`src/rtl/pcs_pkg.sv`:
```
// rtl/pcs_pkg.sv - shared PCS constants and block type for the TX gearbox path
package pcs_pkg;

   localparam int PCS_DATA_WIDTH      = 32;
   localparam int PCS_HDR_WIDTH       = 2;
   localparam int GEARBOX_SEQ_PERIOD  = 66;
   localparam int GEARBOX_PAUSE_START = 64;

   localparam logic [1:0] SYNC_HDR_DATA = 2'b01;
   localparam logic [1:0] SYNC_HDR_CTRL = 2'b10;

   typedef struct packed {
      logic [1:0]  hdr;
      logic [63:0] payload;
   } pcs_block_t;

endpackage

```
`src/rtl/pcs_gearbox_seq.sv`:
```
// rtl/pcs_gearbox_seq.sv - free-running 0..SEQ_PERIOD-1 gearbox sequence counter
module pcs_gearbox_seq
   import pcs_pkg::*;
#(
   parameter int SEQ_PERIOD = GEARBOX_SEQ_PERIOD
) (
   input  logic i_clk,
   input  logic i_reset,
   output logic tx_pause,
   output logic tx_phase
);

   logic [6:0] seq_cnt;

   always_ff @(posedge i_clk or posedge i_reset) begin
      if (i_reset) begin
         seq_cnt <= '0;
      end else if (seq_cnt == 7'(SEQ_PERIOD - 1)) begin
         seq_cnt <= '0;
      end else begin
         seq_cnt <= seq_cnt + 7'd1;
      end
   end

   // The last two slots of every period carry no new upstream word.
   assign tx_pause = (seq_cnt >= 7'(GEARBOX_PAUSE_START));
   assign tx_phase = seq_cnt[0];

endmodule

```
`src/rtl/pcs_tx_gearbox.sv`:
```
// rtl/pcs_tx_gearbox.sv - 66b block to continuous 32b word TX gearbox
module pcs_tx_gearbox
   import pcs_pkg::*;
#(
   parameter int DATA_WIDTH = PCS_DATA_WIDTH,
   parameter int HDR_WIDTH  = PCS_HDR_WIDTH,
   parameter int SEQ_PERIOD = GEARBOX_SEQ_PERIOD
) (
   input  logic                  i_clk,
   input  logic                  i_reset,
   input  logic [DATA_WIDTH-1:0] i_tx_data,
   input  logic [HDR_WIDTH-1:0]  i_tx_hdr,
   input  logic                  i_tx_valid,
   output logic                  o_tx_pause,
   output logic                  o_tx_phase,
   output logic [DATA_WIDTH-1:0] o_gearbox_data,
   output logic                  o_tx_underflow
);

   localparam int CW = 3 * DATA_WIDTH;
   localparam int LW = 2 * DATA_WIDTH;

   logic [6:0]            occ;
   logic [6:0]            occ_next;
   logic [LW-1:0]         leftover;
   logic [CW-1:0]         new_bits;
   logic [CW-1:0]         combined;
   logic [DATA_WIDTH-1:0] blk_data;
   logic [HDR_WIDTH-1:0]  blk_hdr;

   pcs_gearbox_seq #(
      .SEQ_PERIOD (SEQ_PERIOD)
   ) u_seq (
      .i_clk    (i_clk),
      .i_reset  (i_reset),
      .tx_pause (o_tx_pause),
      .tx_phase (o_tx_phase)
   );

   always_comb begin
      blk_data = '0;
      blk_hdr  = '0;
      new_bits = '0;
      combined = {{DATA_WIDTH{1'b0}}, leftover};
      occ_next = occ - 7'(DATA_WIDTH);
      // A missing word still consumes its slot as zeros so line rate never breaks.
      if (i_tx_valid) begin
         blk_data = i_tx_data;
         blk_hdr  = i_tx_hdr;
      end
      if (!o_tx_pause) begin
         if (!o_tx_phase) begin
            new_bits = {{(CW-DATA_WIDTH-HDR_WIDTH){1'b0}}, blk_data, blk_hdr};
            occ_next = occ + 7'(HDR_WIDTH);
         end else begin
            new_bits = {{(CW-DATA_WIDTH){1'b0}}, blk_data};
            occ_next = occ;
         end
         combined = (new_bits << occ) | {{DATA_WIDTH{1'b0}}, leftover};
      end
   end

   always_ff @(posedge i_clk or posedge i_reset) begin
      if (i_reset) begin
         occ            <= '0;
         leftover       <= '0;
         o_gearbox_data <= '0;
         o_tx_underflow <= 1'b0;
      end else begin
         occ            <= occ_next;
         leftover       <= combined[CW-1:DATA_WIDTH];
         o_gearbox_data <= combined[DATA_WIDTH-1:0];
         o_tx_underflow <= !o_tx_pause && !i_tx_valid;
      end
   end

endmodule

```
`config.mk`:
```
export PLATFORM = sky130hd
export DESIGN_NAME = pcs_tx_gearbox
export DESIGN_NICKNAME = d
export VERILOG_FILES = /design/src/rtl/pcs_pkg.sv /design/src/rtl/pcs_gearbox_seq.sv /design/src/rtl/pcs_tx_gearbox.sv
export SDC_FILE = /design/constraint.sdc
export NUM_CORES = 1
export LEC_CHECK = 0
export CORE_ASPECT_RATIO = 0.9
export CORE_MARGIN = 3
export CORE_UTILIZATION = 50
export DETAILED_ROUTE_END_ITERATION = 12
export PLACE_DENSITY = 0.72
export REMOVE_ABC_BUFFERS = 1
export SYNTH_ARGS = -nofsm -noshare
export SYNTH_HDL_FRONTEND = slang
export SYNTH_SLANG_ARGS = --single-unit
```
`constraint.sdc`:
```
create_clock -name i_clk -period 10.1 [get_ports i_clk]
set_input_delay 1.515 -clock i_clk [delete_from_list [all_inputs] [get_ports i_clk]]
set_output_delay 1.515 -clock i_clk [all_outputs]
set_load 0.005 [all_outputs]
```
==> results by group <==
Outcome
  • Status: finished clean

Synth
  • Ys flop type: dfrtp_1
  • Most common cell in the synthesized netlist: dfrtp_1
  • Post-Syn Instances: 645
  • Yosys cell types: 58
  • Seq cells post-synth: 110
  • Top-area cell type share of the netlist area: 0.446
  • Sequential fraction of the synthesis area: 0.446
  • Async S/R FF share, synth: 1.00
  • Main area contributors after synthesis: dfrtp_1 (45%), mux2i_1 (10%), o22ai_1 (7.3%)
  • Avg Inst Size Synth: 9.57 um^2
  • Yosys top cell by area: dfrtp_1
  • Number of synthesized flops with an enable pin: 0
  • Synthesized area: 6170 um^2
  • Synth warn: 0
  • Top post-synthesis cells by count: dfrtp_1 (110), o22ai_1 (72), nor2_1 (67), mux2i_1 (62), nand2_1 (40)

CTS
  • Clock transition at the registers of the reported paths: 0.07 ns
  • Post-CTS sizing: 0
  • Post-CTS setup buffers: 0
  • Hold-fix buffers, CTS: 0
  • Longest Clk Path Bufs: 2
  • H-Tree Depth: 3
  • CTS buffer count: 9
  • Worst-Skew Late Latency: 0.37 ns
  • CTS tree: done
  • Total clock sinks: 110
  • CTS root buffer: clkbuf_16

Die
  • Chip height: 111 um
  • Num ports: 72
  • Die area: 13700 um^2
  • Initial core utilization: 0.525
  • Core Rows: 37
  • Die W: 123 um
  • Core area: 11800 um^2

Power
  • Leakage power: 3.31 nW
  • Sw Ratio: 0.245
  • Switching power: 0.000236 W
  • Pwr per Cell Area: 133 nW/um^2
  • Combinational power share: 0.107
  • Clock network fraction of design power: 0.413
  • Sequential cell fraction of total power: 0.480
  • Internal power component: 0.000725 W
  • VDD IR-drop max: 0.117 mV

Final layout
  • Final nets: 727
  • Register area: 2750 um^2
  • Synthesis-to-finish area growth: 17.4%
  • Post-route cell area: 7250 um^2
  • Diodes inserted: 0
  • Fillers: 1003
  • Fraction of layout instances using a drive strength above 1: 0.0767
  • Area of the multi-input gates: 3180 um^2

Timing
  • Final Slew Violations: 0
  • Fmax: 227 MHz
  • Clock skew: 0.00828 ns
  • Min Tclk post-route: 4.41 ns
  • Setup-failing EPs final: 0
  • Least-Margin Pin Slew: 1.17 ns
  • RSZ-0062 raised after global routing: false
  • Final hold viol count: 0
  • Final Cycle Share: 0.437
  • Slew Limit Headroom: 0.216
  • Setup TNS: 0 ns

Detailed routing
  • Vias per cell: 6.51
  • Detailed Route Iter0 Violations: 536
  • Router iterations before antenna repair: 5
  • Vias: 5514
  • Post-route ant nets: 0
  • Wirelength per Cell: 23.2 um
  • # DRC: 0
  • Post-Route WL: 19700 um

Placement
  • DP Area: 6920 um^2
  • Dpl hpwl: 14200 um
  • Port Buffers: 71
  • Placer congestion estimate: 0.970

Setup path
  • Critical Path End Type: flop
  • Crit path DAT: 4.69 ns
  • Critical path class: in -> reg
  • Worst setup SP type: input pin
  • Required time worst endpoint: 10.37 ns
  • Crit Path Max Fanout: 32

Run
  • Max-Cap Viols: 0

Min path
  • Hold Path Class: reg -> reg

GRT
  • First-pass GRT wire length: 30600 um
  • Vias in the first global route: 5403
  • Pin count of the biggest net entering global routing: 84
  • Global Route Usage Sum: 0.291
  • Gr ovfl total: 0
  • Initial antenna violation count: 0
[per-layer routing]
layer	part of all wire	up-vias	routed length, um	GRT usage
met2	0.46	253	9040	0.446
li1	-	2497	-	-
met1	0.44	2724	8630	0.409
met4	0.024	0	480	0.0915
met5	0	-	0	0
met3	0.078	40	1530	0.0716
[power groups by stage]
stage / combinational, W / clock (W) / sequential [W]
global placement: 0.000101 / 0 / 0.000470
floorplan: 0.0000517 / 0 / 0.000470
global route: 0.000112 / 0.000419 / 0.000463
finish: 0.000103 / 0.000397 / 0.000461
CTS: 0.000103 / 0.000399 / 0.000461
detailed placement: 0.000102 / 0 / 0.000470
[layout make-up]
type / instances / share of cell area
multi-input cells: 479 / 0.438
clock buffers: 9 / 0.0311
well taps: 156 / 0.0269
inverters: 9 / 0.00501
flip-flops and latches: 110 / 0.380
clock inverters: 7 / 0.0143
repair buffers: 77 / 0.104
[layout by cell type, fill, tap and decap left out, drive strengths merged, types with 7 or more instances in the layout]
master	instances
a21o	18
a21oi	37
clkbuf	9
clkdlybuf4s50	71
dfrtp	110
inv	11
mux2	14
mux2i	62
nand2	40
nand3	18
nor2	67
nor3	9
o21ai	27
o21bai	16
o22ai	74
o2bb2ai	8
xnor2	7
[critical path, cell delays in order]
cell	delay, ns
clkdlybuf4s50_1	0.81
nand3b_1	0.89
o22ai_1	0.56
nor3_1	0.08
a21oi_1	0.40
mux2i_1	0.19
o31ai_1	0.23
[worst paths after layout]
check | cells past startpoint | start | slack, ns | end
max | 7 | i_tx_valid | 5.69 | leftover[18]$_DFF_PP0_
min | 1 | leftover[2]$_DFF_PP0_ | 0.43 | o_gearbox_data[2]$_DFF_PP0_
max reg2reg | 6 | occ[2]$_DFFE_PP0P_ | 6.55 | leftover[18]$_DFF_PP0_
min reg2reg | 1 | leftover[2]$_DFF_PP0_ | 0.43 | o_gearbox_data[2]$_DFF_PP0_
max in group asynchronous | 3 | i_reset | 7.28 | leftover[38]$_DFF_PP0_
min in group asynchronous | 2 | i_reset | 1.47 | o_gearbox_data[20]$_DFF_PP0_
[stage by stage]
stage / std cells / util / hold slack, ns / setup slack, ns / power, W
6_report: 847 / 0.616 / 0.429 / 5.69 / 0.000961
4_1_cts: 847 / 0.616 / 0.429 / 5.80 / 0.000963
5_1_grt: 847 / 0.616 / 0.444 / 5.44 / 0.000994
3_3_place_gp: 831 / 0.588 / 0.410 / 5.44 / 0.000571
2_1_floorplan: 598 / - / 0.404 / 5.68 / 0.000522
3_5_place_dp: 831 / 0.588 / 0.412 / 5.42 / 0.000572
[state kept, by name, summed over array words and instances, names as in the netlist]
name            cells
leftover           64
o_gearbox_data     32
u_seq.seq_cnt       7
occ                 6
o_tx_underflow      1
[cell families (layout without fill, tap and decap cells)]
group / count (synthesis) / count (layout) / share of synthesized area
flip-flops: 110 / 110 / 0.446
adder cells (fa/ha/maj): 4 / 4 / 0.00811
AO/OA/AOI/OAI: 228 / 228 / 0.249
multiplexers: 76 / 76 / 0.127
AND/OR/NAND/NOR: 161 / 161 / 0.116
XOR/XNOR: 10 / 10 / 0.0142
buffers and inverters: 56 / 102 / 0.0393
Note: power is estimated with default switching activity, not from simulation.
